<file path="config.mk">
export PLATFORM = sky130hd
export DESIGN_NAME = pad_stream_rx
export DESIGN_NICKNAME = d
export VERILOG_FILES = /design/src/rtl/pad_stream_pkg.sv /design/src/rtl/stream_sync_fifo.sv /design/src/rtl/pad_stream_rx.sv
export SDC_FILE = /design/constraint.sdc
export NUM_CORES = 1
export LEC_CHECK = 0
export CORE_MARGIN = 1
export CORE_UTILIZATION = 36
export CTS_BUF_LIST = sky130_fd_sc_hd__clkbuf_8
export CTS_CLUSTER_SIZE = 24
export DETAILED_ROUTE_END_ITERATION = 10
export GPL_ROUTABILITY_DRIVEN = 0
export GPL_TIMING_DRIVEN = 0
export SLEW_MARGIN = 30
export SYNTH_ARGS = -nofsm -noshare
export SYNTH_HDL_FRONTEND = slang
export SYNTH_SLANG_ARGS = --single-unit
</file>
<file path="constraint.sdc">
create_clock -name wb_clk_i -period 3 [get_ports wb_clk_i]
set_clock_uncertainty 0.2 [all_clocks]
set_input_delay 0.45 -clock wb_clk_i [delete_from_list [all_inputs] [get_ports wb_clk_i]]
set_output_delay 0.45 -clock wb_clk_i [all_outputs]
set_load 0.01 [all_outputs]
</file>
<file path="src/rtl/pad_stream_pkg.sv">
// pad_stream_pkg: shared beat type and width defaults for the pad stream receiver
package pad_stream_pkg;
  localparam int DATA_W_DEF = 8;
  localparam int CNT_W_DEF = 16;
  typedef struct packed {
    logic                  last;
    logic [DATA_W_DEF-1:0] data;
  } beat_t;
endpackage

</file>
<file path="src/rtl/stream_sync_fifo.sv">
// stream_sync_fifo: show-ahead synchronous FIFO with occupancy count
module stream_sync_fifo
  import pad_stream_pkg::*;
#(
  parameter int W = DATA_W_DEF + 1,
  parameter int DEPTH = 8,
  localparam int AW = $clog2(DEPTH)
) (
  input  logic         clk_i,
  input  logic         rst_ni,
  input  logic         push_i,
  input  logic [W-1:0] data_i,
  input  logic         pop_i,
  output logic         valid_o,
  output logic [W-1:0] data_o,
  output logic [AW:0]  count_o
);
  logic [W-1:0] mem_q [DEPTH];
  logic [AW-1:0] wr_ptr_q, rd_ptr_q;
  logic [AW:0] count_q, count_d;
  logic do_push, do_pop;
  assign valid_o = count_q != '0;
  assign do_push = push_i && (count_q != (AW+1)'(DEPTH));
  assign do_pop = pop_i && valid_o;
  assign data_o = valid_o ? mem_q[rd_ptr_q] : '0;
  assign count_o = count_q;
  always_comb count_d = count_q + (AW+1)'(do_push) - (AW+1)'(do_pop);
  always_ff @(posedge clk_i or negedge rst_ni)
    if (!rst_ni) begin
      wr_ptr_q <= '0;
      rd_ptr_q <= '0;
      count_q <= '0;
    end else begin
      if (do_push) wr_ptr_q <= wr_ptr_q + 1'b1;
      if (do_pop) rd_ptr_q <= rd_ptr_q + 1'b1;
      count_q <= count_d;
    end
  always_ff @(posedge clk_i)
    if (do_push) mem_q[wr_ptr_q] <= data_i;
endmodule

</file>
<file path="src/rtl/pad_stream_rx.sv">
// pad_stream_rx: pad input register, show-ahead FIFO and registered ready; frame checker under PAD_STREAM_RX_FRAME_CHECK_EN
module pad_stream_rx
  import pad_stream_pkg::*;
#(
  parameter int DATA_W = DATA_W_DEF,
  parameter int DEPTH = 8,
  parameter int FRAME_LEN = 256,
  parameter int CNT_W = CNT_W_DEF,
  localparam int LW = $clog2(DEPTH) + 1
) (
  input  logic              wb_clk_i,
  input  logic              wb_rst_ni,
  input  logic              pad_valid_i,
  input  logic              pad_last_i,
  input  logic [DATA_W-1:0] pad_data_i,
  output logic              pad_ready_o,
  output logic              m_valid_o,
  input  logic              m_ready_i,
  output logic [DATA_W-1:0] m_data_o,
  output logic              m_last_o,
  output logic [LW-1:0]     level_o,
  input  logic              clear_i,
  output logic [CNT_W-1:0]  frame_ok_cnt_o,
  output logic [CNT_W-1:0]  frame_err_cnt_o,
  output logic              frame_err_o
);
  logic in_v_q, in_v_d, in_last_q, pad_ready_q, pad_ready_d, pop;
  logic [DATA_W-1:0] in_data_q;
  logic [DATA_W:0] head;
  logic [LW-1:0] fifo_cnt, cnt_next, occ_next;
  assign pop = m_valid_o & m_ready_i;
  assign in_v_d = pad_valid_i & pad_ready_q;
  // ready looks one beat ahead so the input register always finds room
  always_comb begin
    cnt_next = fifo_cnt + LW'(in_v_q) - LW'(pop);
    occ_next = cnt_next + LW'(in_v_d);
    pad_ready_d = occ_next <= LW'(DEPTH - 2);
  end
  always_ff @(posedge wb_clk_i or negedge wb_rst_ni)
    if (!wb_rst_ni) begin
      in_v_q <= 1'b0;
      in_last_q <= 1'b0;
      in_data_q <= '0;
      pad_ready_q <= 1'b0;
    end else begin
      in_v_q <= in_v_d;
      if (in_v_d) {in_last_q, in_data_q} <= {pad_last_i, pad_data_i};
      pad_ready_q <= pad_ready_d;
    end
  stream_sync_fifo #(.W(DATA_W + 1), .DEPTH(DEPTH)) u_fifo (
    .clk_i   (wb_clk_i),
    .rst_ni  (wb_rst_ni),
    .push_i  (in_v_q),
    .data_i  ({in_last_q, in_data_q}),
    .pop_i   (pop),
    .valid_o (m_valid_o),
    .data_o  (head),
    .count_o (fifo_cnt)
  );
  assign {m_last_o, m_data_o} = head;
  assign pad_ready_o = pad_ready_q;
  assign level_o = fifo_cnt + LW'(in_v_q);
`ifdef PAD_STREAM_RX_FRAME_CHECK_EN
  localparam int BW = $clog2(FRAME_LEN + 1);
  logic [BW-1:0] beat_q, beat_d;
  logic [CNT_W-1:0] ok_q, ok_d, err_q, err_d;
  logic err_flag_q, err_flag_d, full_len, frame_end, err_hit;
  always_comb begin
    full_len = (beat_q + BW'(1)) == BW'(FRAME_LEN);
    frame_end = in_v_q && (in_last_q || full_len);
    err_hit = frame_end && !(in_last_q && full_len);
    beat_d = frame_end ? '0 : beat_q + BW'(in_v_q);
    ok_d = clear_i ? '0 : ok_q + CNT_W'(frame_end && !err_hit);
    err_d = clear_i ? '0 : err_q + CNT_W'(err_hit && err_q != '1);
    err_flag_d = !clear_i && (err_flag_q || err_hit);
  end
  always_ff @(posedge wb_clk_i or negedge wb_rst_ni)
    if (!wb_rst_ni) begin
      beat_q <= '0;
      ok_q <= '0;
      err_q <= '0;
      err_flag_q <= 1'b0;
    end else begin
      beat_q <= beat_d;
      ok_q <= ok_d;
      err_q <= err_d;
      err_flag_q <= err_flag_d;
    end
  assign frame_ok_cnt_o = ok_q;
  assign frame_err_cnt_o = err_q;
  assign frame_err_o = err_flag_q;
`else
  logic unused_clear;
  assign unused_clear = clear_i | (FRAME_LEN < 1);
  assign frame_ok_cnt_o = '0;
  assign frame_err_cnt_o = '0;
  assign frame_err_o = 1'b0;
`endif
endmodule

</file>
Word level (Yosys, flattened, before mapping)
Memory sizes are Yosys's and may differ from the RTL's.
Index checks and enable logic that the tools add are counted.
- $add $sub $neg: 7
- magnitude comparators: 1
- equality and inequality tests: 1
- muxes and demuxes: 3
- bitwise gates (word level): 2
- reduce and logical (&&, ||, !) cells: 3
- operator list (operator ; count):
    $add 4x1->4 ; 3
    $mux 9 ; 1
    $sub 4x1->4 ; 2
    $add 3x1->3 const B ; 2
    $le 4x3->1 const B ; 1
    $ne 4x4->1 const B ; 1
    $reduce_bool 4->1 ; 1
    $and 1x1->1 ; 2
    $logic_and 1x1->1 ; 2
    $mux 1 ; 2
- bits in registers: 21
- RAM bits: 72
- input port bits: 14
- output and inout port bits: 48
- logic and storage cells: 25
- memories kept: 1
- memory list (memory ; depth ; bits a word ; rd ports ; clocked after Yosys merged registers in ; write ports ; line ; RTL):
    u_fifo.mem_q ; 8 ; 9 ; 1 ; 0 ; 1 ; stream_sync_fifo.sv:18 ; logic [W-1:0] mem_q [DEPTH];

Logic depth before layout (Yosys ltp)
- depth in word-level cells: 5
- gate-level depth with buffers: 11
- gate-level depth less buffers: 11

Cells and area by module
From an unflattened synthesis, not the netlist that was laid out.
- cells, all modules: 239
- area total of the unflattened synthesis: 4132.7 um^2
- modules (own cells, without submodules) (module ; instances ; cells each ; area each (um^2) ; seq. area each (um^2)):
    stream_sync_fifo ; 1 ; 162 ; 3295.7 ; 2412.3
    pad_stream_rx ; 1 ; 77 ; 837.1 ; 275.3

Least setup slack after synthesis
No wires, ideal clock.
- path kind: flip-flop to flip-flop
- start: reg u_fifo.count_q[2], in the netlist u_fifo.count_o[2]
- end: reg pad_ready_q, in the netlist pad_ready_o
- library setup time: 0.082 ns
- arrival: 2.140 ns
- required time: 2.718 ns
- setup slack: 0.579 ns
- stages on the path, launching flop included: 11
- path buffers: 0
- clock period less this slack: 2.421 ns
- cells stage by stage: dfrtp_1 inv_1 ha_1 nor3b_1 nor2b_1 ha_1 inv_1 ha_1 fa_1 xor2_1 a31oi_1
- longest elaborated chain between the ends: 5
- elaborated cells between the ends (all ways): 6
- classes of those cells: add/sub (3); order compare (1); bitwise (1); reduce/logical (1)
- RTL lines (what ; line ; RTL):
    from (decl) ; stream_sync_fifo.sv:20 ; logic [AW:0] count_q, count_d;
    from (signal assigned) ; stream_sync_fifo.sv:36 ; count_q <= count_d;
    parallel branches: the longest is 2 deep, another holds $add 4x1->4 ; -- ;
    $sub 4x1->4 * ; pad_stream_rx.sv:35 ; cnt_next = fifo_cnt + LW'(in_v_q) - LW'(pop);
    $add 4x1->4 * ; pad_stream_rx.sv:36 ; occ_next = cnt_next + LW'(in_v_d);
    $le 4x3->1 * ; pad_stream_rx.sv:37 ; pad_ready_d = occ_next <= LW'(DEPTH - 2);
    net pad_ready_d ; pad_stream_rx.sv:27 ; logic in_v_q, in_v_d, in_last_q, pad_ready_q, pad_ready_d, pop;
    to (signal assigned) ; pad_stream_rx.sv:48 ; pad_ready_q <= pad_ready_d;
    to (decl) ; pad_stream_rx.sv:27 ;
Mark *: on every way through the listed nets, which the timed path passes.
A chain may end at the register's enable or synchronous reset.

Final worst setup path
- start: reg u_fifo.rd_ptr_q[1]
- end: out m_data_o[7]
- longest elaborated chain between the ends: 2
- RTL lines (what ; line ; RTL):
    from (decl) ; stream_sync_fifo.sv:19 ; logic [AW-1:0] wr_ptr_q, rd_ptr_q;
    from (signal assigned) ; stream_sync_fifo.sv:35 ; if (do_pop) rd_ptr_q <= rd_ptr_q + 1'b1;
    $mem_v2 8x9 ; -- ;
    $mux 9 ; stream_sync_fifo.sv:25 ; assign data_o = valid_o ? mem_q[rd_ptr_q] : '0;
    to (decl) ; pad_stream_rx.sv:19 ; output logic [DATA_W-1:0] m_data_o,
No other way between the ends.

==> flow_metrics.env <==
export IMPL_status="finished with violations"
export IMPL_violations="DRC"
export IMPL_drt_pass1_iter_count=7
export IMPL_min_delay_path_depth=1
export IMPL_area_growth_pct=18.9
export IMPL_final_common_cell="edfxtp_1"
export IMPL_synth_top_area_frac=0.498
export IMPL_worstPathArrival_ns=2.21
export IMPL_wl_per_cell_microns=15.2
export IMPL_pre_cts_ws_ns=0.168
export IMPL_rsz0062_at_grt="no"
export IMPL_maxCapViolCount=0
export IMPL_yosysSeqAreaShare=0.619
export IMPL_cts_root_buffer="clkbuf_8"
export IMPL_grt_usage=0.132
export IMPL_clock_path_buffers=2
export IMPL_multiInputGateArea_sq_um=1400
export IMPL_setup_viol=0
export IMPL_layout_nets=393
export IMPL_cts_tree="yes"
export IMPL_dpl_hpwl_microns=5330
export IMPL_drc=7
export IMPL_initial_core_util=0.375
export IMPL_clock_sinks=93
export IMPL_cpPeakStageDelay_ns=0.49
export IMPL_post_route_util=0.446
export IMPL_grt_max_degree=22
export IMPL_ys_warnings_count=0
export IMPL_slowest_stage="clkdlybuf4s50_1"
export IMPL_power_density_nw_per_um2=999
export IMPL_htreeDepth=3
export IMPL_cts_buffers=9
export IMPL_tns_ns=0
export IMPL_cp_max_fo=10
export IMPL_critPathLaunchType="register"
export IMPL_rr_worst_depth=10
export IMPL_hold_slack_ns=0.324
export IMPL_drive_gt1_frac=0.234
export IMPL_synth_seq_cells=93
export IMPL_yosysTopAreaCell="edfxtp_1"
export IMPL_intPower_uw=3390
export IMPL_diodes=0
export IMPL_p_leak_uw=0.00209
export IMPL_path_class="reg2out"
export IMPL_synth_area_leaders="edfxtp_1 50%, dfrtp_1 12%, mux2i_1 6.2%, buf_4 5.9%, ha_1 4.3%"
export IMPL_ant_nets=0
export IMPL_power_frac_seq=0.407
export IMPL_worst_pin_slew_ns=0.923
export IMPL_portBuffers=27
export IMPL_viasPerCell=4.57
export IMPL_slew_headroom=0.382
export IMPL_grt_pass1_vias=2330
export IMPL_maxSlewViolCount=0
export IMPL_die_y_microns=112
export IMPL_fin_crit_sh=0.954
export IMPL_pwr_share_clk=0.178
export IMPL_num_fill_cells=1039
export IMPL_antenna_found_initial=0
export IMPL_switching_share=0.342
export IMPL_io_pins=62
export IMPL_die_width_microns=112
export IMPL_irDropWorstVdd_v=0.000525
export IMPL_clk_latency_ns=0.36
export IMPL_die_area_sq_um=12500
export IMPL_synth_cell_type_count=34
export IMPL_combPwrFrac=0.415
export IMPL_placeableCoreArea_sq_um=11600
export IMPL_p_sw_uw=1760
export IMPL_worstPathCellList="buf_6, buf_12, buf_8, a211oi_2, a21oi_1, and3_1, clkdlybuf4s50_1"
export IMPL_netlist_area_sq_um=4340
export IMPL_grt_overflow_total=0
export IMPL_grt_pass1_wl_microns=12300
export IMPL_final_setup_worst_slack_ns=0.138
export IMPL_drtIter0Drc=77
export IMPL_period_minus_slack_ns=2.86
export IMPL_drt_total_wl_microns=7750
export IMPL_finalHoldViolCount=0
export IMPL_layout_common_cells="72 x edfxtp_1, 34 x buf_4, 33 x conb_1"
export IMPL_cp_data_required_time_ns=2.35
export IMPL_fmax_ghz=0.349
export IMPL_synthCells=292
export IMPL_rows=39
export IMPL_postSynthAreaPerCell_sq_um=14.9
export IMPL_end_kind="output port"
export IMPL_hp_class="reg2reg"
export IMPL_register_area_sq_um=2690
export IMPL_via_count=2332
export IMPL_cts_clk_slew_worst_paths_ns=0.09
[cell usage after synthesis]
library cell,n
a21o_1,2
a21oi_1,11
mux2i_1,27
and2b_1,5
dfrtp_1,21
xnor3_1,1
xor2_1,4
buf_6,4
nor2b_1,8
fa_1,2
a211oi_2,9
buf_2,1
mux2_2,11
nor3_1,2
a22oi_1,9
and3_1,9
a31oi_1,1
nor2_1,7
or2_1,1
a21boi_2,1
nand2b_1,3
and2_1,1
nor3b_1,1
conb_1,1
nand2_1,6
buf_1,2
xnor2_2,2
ha_1,15
xnor2_1,3
buf_4,34
buf_12,1
edfxtp_1,72
buf_8,1
inv_1,14
[critical path: cells and delay by family, from the launching register on]
kind            cells  cell delay [ns]
buf+inv             4             0.94
flops               1             0.40
compound gates      2             0.29
simple gates        1             0.21
[per-stage QoR]
stage	instances	cell area [sq um]	total power, uW
floorplan	324	4460	3470
global placement	494	4910	4210
detailed placement	494	4910	4270
CTS	511	5150	5200
global route	510	5160	5490
finish	510	5160	5150
[flip-flops by register name, summed over array words and instances, names as in the netlist]
| register | flops |
|---|---|
| u_fifo.mem_q | 72 |
| in_data_q | 8 |
| u_fifo.count_o | 4 |
| u_fifo.rd_ptr_q | 3 |
| u_fifo.wr_ptr_q | 3 |
| in_last_q | 1 |
| in_v_q | 1 |
| pad_ready_o | 1 |
[what timing repair did]
action | in CTS | in global routing
endpoints found under the hold margin | 21 | 0
gates cloned | 0 | 0
hold buffers | 1 | 0
setup buffers | 0 | 0
setup endpoints to repair | 10 | 9
resized for setup | 1 | 2
pin swaps | 0 | 0
[path summary, 6_finish.rpt]
| path | from | to | slack [ns] |
|---|---|---|---|
| min reg2reg | u_fifo.wr_ptr_q[0] | u_fifo.wr_ptr_q[0] | 0.32 |
| min in group asynchronous | wb_rst_ni | u_fifo.wr_ptr_q[1] | 0.38 |
| max reg2reg | u_fifo.count_o[2] | u_fifo.count_o[2] | 0.35 |
| min | u_fifo.wr_ptr_q[0] | u_fifo.wr_ptr_q[0] | 0.32 |
| max in group asynchronous | wb_rst_ni | in_last_q | 1.88 |
| max | u_fifo.rd_ptr_q[1] | m_data_o[7] | 0.14 |
[kinds of logic (layout without fill, tap and decap cells)]
kind of cell	after synthesis	after routing	share of synthesized area
simple gates	43	43	0.0557
flops	93	93	0.619
buf+inv	57	100	0.0923
mux	38	38	0.0908
fa+ha+maj	17	17	0.0525
other cells	1	33	0.000864
xor+xnor	10	10	0.0268
compound gates	33	33	0.0617
[cell type report]
type	count	area share
multi-input combinational	174	0.271
clock buffer	9	0.0240
inverter	14	0.0102
sequential	93	0.521
tap	143	0.0347
clock inverter	7	0.0189
buffer	42	0.0667
timing repair buffer	28	0.0534
[per-layer routing]
layer  wire [microns]  GRT usage
met5                0          0
met4              113     0.0468
met3              326     0.0294
met1             3410      0.162
met2             3900      0.227
[power by group through the flow]
stage / logic [uW] / registers [uW] / clock network [uW]
after floorplan: 1470 / 2000 / 0
after global placement: 2120 / 2100 / 0
after detailed placement: 2150 / 2120 / 0
after CTS: 2170 / 2090 / 934
after global routing: 2370 / 2140 / 985
final: 2140 / 2090 / 917
No activity file was read; power rests on OpenSTA's default activity.
